**config.mk**
```make
export PLATFORM = sky130hd
export DESIGN_NAME = ilog2_pipe
export DESIGN_NICKNAME = d
export VERILOG_FILES = /design/src/rtl/ilog2_pipe.sv
export SDC_FILE = /design/constraint.sdc
export NUM_CORES = 1
export LEC_CHECK = 0
export BUFFER_PORTS_ARGS = -buffer_cell sky130_fd_sc_hd__buf_2
export CORE_ASPECT_RATIO = 0.6
export CORE_MARGIN = 2
export CORE_UTILIZATION = 55
export DETAILED_ROUTE_END_ITERATION = 16
export HOLD_SLACK_MARGIN = 0.06
export PLACE_DENSITY = 0.93
export RECOVER_POWER = 100
export SYNTH_ARGS = -nofsm -noshare
export SYNTH_HDL_FRONTEND = slang
export SYNTH_SLANG_ARGS = --single-unit
export TNS_END_PERCENT = 100
```
**constraint.sdc**
```tcl
create_clock -name clk -period 2.18 [get_ports clk]
set_clock_uncertainty 0.05 [all_clocks]
set_input_delay 0.436 -clock clk [delete_from_list [all_inputs] [get_ports clk]]
set_output_delay 0.436 -clock clk [all_outputs]
set_load 0.03 [all_outputs]
```
**src/rtl/ilog2_pipe.sv**
```systemverilog
// Pipelined floor-log2 with valid/ready backpressure, zero flag and sideband tag.
// Define ILOG2_CEIL_EN to add the sticky-bit tracking and the out_ceil port.
module ilog2_pipe #(
    parameter int unsigned WIDTH = 32,
    parameter int unsigned TAG_W = 8
) (
    input  logic                     clk,
    input  logic                     reset,
    input  logic                     in_valid,
    output logic                     in_ready,
    input  logic [WIDTH-1:0]         in_data,
    input  logic [TAG_W-1:0]         in_tag,
    output logic                     out_valid,
    input  logic                     out_ready,
    output logic [$clog2(WIDTH)-1:0] out_log2,
    output logic                     out_zero,
    output logic [TAG_W-1:0]         out_tag
`ifdef ILOG2_CEIL_EN
    ,
    output logic [$clog2(WIDTH):0]   out_ceil
`endif
);

    localparam int unsigned LW = $clog2(WIDTH);
    localparam int unsigned NS = LW - 2;            // total stages
    localparam int unsigned NH = LW - 3;            // halving stages
    localparam int unsigned ND = (NH > 0) ? NH : 1;

    function automatic logic [2:0] flog8(input logic [7:0] v);
        flog8 = '0;
        for (int unsigned i = 1; i < 8; i++) begin
            if (v[i]) flog8 = 3'(i);
        end
    endfunction

    logic [WIDTH-1:0] data_q [ND];
    logic [WIDTH-1:0] data_d [ND];
    logic [LW-1:0]    log_q  [NS];
    logic [LW-1:0]    log_d  [NS];
    logic [TAG_W-1:0] tag_q  [NS];
    logic [TAG_W-1:0] tag_d  [NS];
    logic [NS-1:0]    zero_q, zero_d, vld_q, vld_d;

    // Per-stage inputs: index 0 is the operand entry, index k is stage k-1's register.
    logic [WIDTH-1:0] src_data [NS];
    logic [LW-1:0]    src_log  [NS];
    logic [TAG_W-1:0] src_tag  [NS];
    logic [NS-1:0]    src_zero, src_vld;
    logic [WIDTH-1:0] hi, lo;
    logic [7:0]       tv;
    logic [2:0]       tf;
    logic             adv;

`ifdef ILOG2_CEIL_EN
    logic [NS-1:0]    stk_q, stk_d, src_stk;
`endif

    assign adv      = out_ready | ~out_valid;
    assign in_ready = adv | reset;

    always_comb begin
        hi = '0;
        lo = '0;
        src_data[0] = in_data;
        src_log[0]  = '0;
        src_tag[0]  = in_tag;
        src_zero[0] = (in_data == '0);
        src_vld[0]  = in_valid;
`ifdef ILOG2_CEIL_EN
        src_stk[0]  = 1'b0;
`endif
        for (int unsigned k = 1; k < NS; k++) begin
            src_data[k] = data_q[k-1];
            src_log[k]  = log_q[k-1];
            src_tag[k]  = tag_q[k-1];
            src_zero[k] = zero_q[k-1];
            src_vld[k]  = vld_q[k-1];
`ifdef ILOG2_CEIL_EN
            src_stk[k]  = stk_q[k-1];
`endif
        end
        for (int unsigned k = 0; k < ND; k++) begin
            data_d[k] = '0;
        end
        for (int unsigned k = 0; k < NS; k++) begin
            tag_d[k]  = src_tag[k];
            zero_d[k] = src_zero[k];
            vld_d[k]  = src_vld[k];
        end
        // Halving stage k keeps whichever half holds the leading one.
        for (int unsigned k = 0; k < NH; k++) begin
            hi = src_data[k] >> (WIDTH >> (k + 1));
            lo = src_data[k] ^ (hi << (WIDTH >> (k + 1)));
            if (hi != '0) begin
                data_d[k] = hi;
                log_d[k]  = src_log[k] + LW'(WIDTH >> (k + 1));
            end else begin
                data_d[k] = lo;
                log_d[k]  = src_log[k];
            end
`ifdef ILOG2_CEIL_EN
            stk_d[k] = src_stk[k] | ((hi != '0) && (lo != '0));
`endif
        end
        tv = src_data[NH][7:0];
        tf = flog8(tv);
        log_d[NS-1] = src_log[NH] + LW'(tf);
`ifdef ILOG2_CEIL_EN
        stk_d[NS-1] = src_stk[NH] | ((tv & ((8'h1 << tf) - 8'h1)) != 8'h0);
`endif
    end

    always_ff @(posedge clk) begin
        if (reset) begin
            vld_q  <= '0;
            zero_q <= '0;
`ifdef ILOG2_CEIL_EN
            stk_q  <= '0;
`endif
            for (int unsigned k = 0; k < ND; k++) data_q[k] <= '0;
            for (int unsigned k = 0; k < NS; k++) begin
                log_q[k] <= '0;
                tag_q[k] <= '0;
            end
        end else if (adv) begin
            vld_q  <= vld_d;
            zero_q <= zero_d;
`ifdef ILOG2_CEIL_EN
            stk_q  <= stk_d;
`endif
            data_q <= data_d;
            log_q  <= log_d;
            tag_q  <= tag_d;
        end
    end

    assign out_valid = vld_q[NS-1];
    assign out_log2  = log_q[NS-1];
    assign out_zero  = zero_q[NS-1];
    assign out_tag   = tag_q[NS-1];
`ifdef ILOG2_CEIL_EN
    assign out_ceil  = {1'b0, log_q[NS-1]} + (LW+1)'(stk_q[NS-1] & ~zero_q[NS-1]);
`endif

endmodule
```
Word level (Yosys, flattened, before mapping)
Cells that the tools add are included.

storage, ports and cells
  flip-flop bits (word level) = 85
  output and inout bits = 16
  bits of input ports = 44

cells by class
  reductions and logical operators = 3
  bitwise gates (word level) = 5
  muxes and demuxes = 11
  $add $sub $neg = 2

operators with widths
  cell                                                                  count
  32-bit nonzero test                                                   2
  32-bit logical NOT                                                    1
  32-bit 2-to-1 mux                                                     1
  32-bit bitwise XOR                                                    1
  3-bit 2-to-1 mux                                                      5
  5-bit 2-to-1 mux                                                      2
  8-bit 2-to-1 mux                                                      1
  8-bit by 1-bit bitwise XOR with 8-bit output (second input constant)  1
  5-bit by 3-bit adder with 5-bit output                                1
  5-bit by 4-bit adder with 5-bit output (second input constant)        1
  2-bit 2-to-1 mux                                                      1
  1-bit OR                                                              2
  1-bit 2-to-1 mux                                                      1
  1-bit inverter                                                        1

Depth between registers and ports, before layout
  word-level depth = 8
  depth in mapped cells = 6
  gate-level depth less buffers = 4

Worst setup path before layout
Ideal clock, no wire load.

  path kind = flip-flop to output port
  from = register vld_q[2]
  to = output in_ready
  path buffers = 0
  stages on the path, launching flop included = 3
  setup slack = 0.705 ns
  data arrival time = 0.989 ns
  cell sequence = dfxtp_1 -> nor2b_1 -> nand2b_1

between the ends
  longest elaborated chain between the ends = 3

ends and longest elaborated chain
  item                    line  RTL
  start, declared         42    logic [NS-1:0] zero_q, zero_d, vld_q, vld_d;
  start signal, assigned  126   vld_q <= vld_d;
  1-bit inverter          58    assign adv = out_ready | ~out_valid;
  1-bit OR                58
  1-bit OR                59    assign in_ready = adv | reset;
  end, declared           10    output logic in_ready,

No other way between the ends.

Final worst setup path
Same ends and word-level chain as after synthesis.

==> impl_metrics.toml <==
[placement]
hpwlAfterDp_um = 3764
place_congestion = 0.8478
io_buffers = 59

[synthesis]
synth_seq_cells = 60
ys_top_cells_by_area = "dfxtp_1, nand2_1, a21oi_1"
yosysSeqAreaShare = 0.5206
synth_cells = 290
synth_cell_types = 25
synth.largest_area_cell = "dfxtp_1"
synth_common_cells = "nand2_1, dfxtp_1, a21oi_1"
synth.avg_cell_area_um2 = 7.956
yosys_warnings = 0
synth_edf_count = 0
synth_top_cell_area_share = 0.5206
synth_fp_nets = 334
async_flop_share = 0
synthesis.area_um2 = 2307
ys.flop_type = "dfxtp_1"
synth_most_common_cell = "nand2_1"

[setup_path]
crit_chain = "nor2b_4 > nand2b_1 > clkbuf_1"
critPathKind = "reg2out"
max_stage_delay_ns = 0.38
cp-end-kind = "output pin"
path_max_fanout = 13
cp_slowest_cell = "dfxtp_1"
required_ns = 1.69
start_kind = "register"
critPathArrivalTime_ns = 1.45

[timing]
min_period_ns = 1.936
timing_hold_violations_final = 0
slew_violations = 0
fin_crit_sh = 0.8883
rsz0062_at_grt = "false"
tns_ns = 0
fmax_mhz = 516.4
fin_hold_ws_ns = 0.2873
relSlewSlack = 0.5639
tightest_slew_ns = 0.6541
final-setup-viol-count = 0

[clocking]
cts_tree = "yes"
postCtsHoldBufs = 0
clk_latency_ns = 0.34
path_clk_slew_ns = 0.06
cts.sinks = 60
htreeDepth = 3
clockRootBuffer = "clkbuf_8"
clock_path_buffers = 2
cts_buffers = 9
cts_setup_buffers = 0
postCtsResizedCells = 0

[floorplanning]
ioPinCount = 60
rows = 18
die-height_um = 54.17
dieArea_um2 = 4746
core-area_um2 = 4076
start_util = 0.5660
die_w_um = 87.62

[global_routing]
grt_pass1_vias = 1916
antenna_found_initial = 0
track_usage = 0.2567
grt_overflow = 0
grt_pass1_wl_um = 8942
grt_max_degree = 61

[run]
drv_cap = 0

[power]
leakagePower_nw = 1.101
powerDensity_nw_per_um2 = 833.6
irDropWorstVdd_mv = 0.5189
power_w = 0.002295

[layout]
syn_to_final_growth_pct = 19.31
multi_input_comb_area_um2 = 983.4
regArea_um2 = 1201
diodes = 0
postLayoutCoreUtil = 0.6753
drive_gt1_frac = 0.1821
fill_cells = 341
nNetsFinal = 387

[route]
drc = 0
drt-initial-drc-count = 224
vias = 2245
dr.pass1.iters = 5
viasPerCell = 5.530
final_antenna_net_count = 0
wl_um = 5790
wire_per_inst_um = 14.26

[outcome]
status = "complete, no violations"

[worst_hold_path]
hold_class = "in2reg"
==> cell type report <==
| type | count | area share |
|---|---|---|
| flip-flops and latches | 60 | 0.4364 |
| repair buffers | 65 | 0.1127 |
| clock buffers | 12 | 0.06000 |
| well taps | 60 | 0.02727 |
| inverters | 2 | 0.002727 |
| multi-input cells | 205 | 0.3573 |
| clock inverters | 2 | 0.003636 |
==> cell usage in the layout, fill, tap and decap left out, types with 2 or more instances in the layout <==
cell type	n
clkbuf_2	2
nor3_1	19
nand2_1	84
a211oi_1	17
buf_4	3
buf_2	42
nand2b_1	2
clkbuf_8	12
nor4_1	10
a31oi_1	7
clkinv_2	2
clkbuf_1	18
nor2_1	24
a21oi_1	33
inv_1	2
dfxtp_1	60
==> registers in the layout, indices dropped and copies added, names as in the netlist <==
register  flops
zero_q        3
data_q       22
out_log2      5
vld_q         3
log_q         3
src_tag      16
out_tag       8
==> power breakdown <==
| group | internal, W | leakage [nW] | switching, W |
|---|---|---|---|
| logic | 0.0000812 | 0.512 | 0.000128 |
| clock network | 0.000488 | 0.0941 | 0.000401 |
| registers | 0.00116 | 0.495 | 0.0000392 |
==> critical path, delay by kind of cell, from the launching register on <==
kind	cells	cell delay (ns)
buf+inv	1	0.24
flops	1	0.38
simple gates	2	0.50
==> layer usage <==
metal	GRT usage	wire (um)	vias to the layer above
li1	-	-	1095
met1	0.3431	2678	1030
met2	0.3838	2528	105
met3	0.1043	478	15
met4	0.07692	105	0
met5	0	0	-
==> per-stage QoR <==
step / std cells / setup slack [ns] / area [um^2]
global placement: 392 / 0.3234 / 2625
CTS: 406 / 0.2511 / 2800
detailed placement: 392 / 0.2035 / 2625
floorplan: 290 / 0.7046 / 2307
finish: 406 / 0.2435 / 2753
global route: 406 / 0.1796 / 2753
==> logic make-up (layout without fill, tap and decap cells) <==
| group | count (synthesis) | count (layout) | share of synthesized area |
|---|---|---|---|
| AOI/OAI and AO/OA | 60 | 60 | 0.1578 |
| and+or+nand+nor | 145 | 145 | 0.2663 |
| DFF | 60 | 60 | 0.5206 |
| buffers and inverters | 25 | 81 | 0.05531 |
==> path summary, 6_finish.rpt <==
path | start | end | slack [ns] | cells after the start
max | vld_q[2] | in_ready | 0.24 | 3
min | in_tag[0] | src_tag[8] | 0.29 | 3
max reg2reg | vld_q[2] | data_q[41] | 0.27 | 4
min reg2reg | src_tag[8] | src_tag[8] | 0.40 | 2
Note: power is estimated with default switching activity, not from simulation.
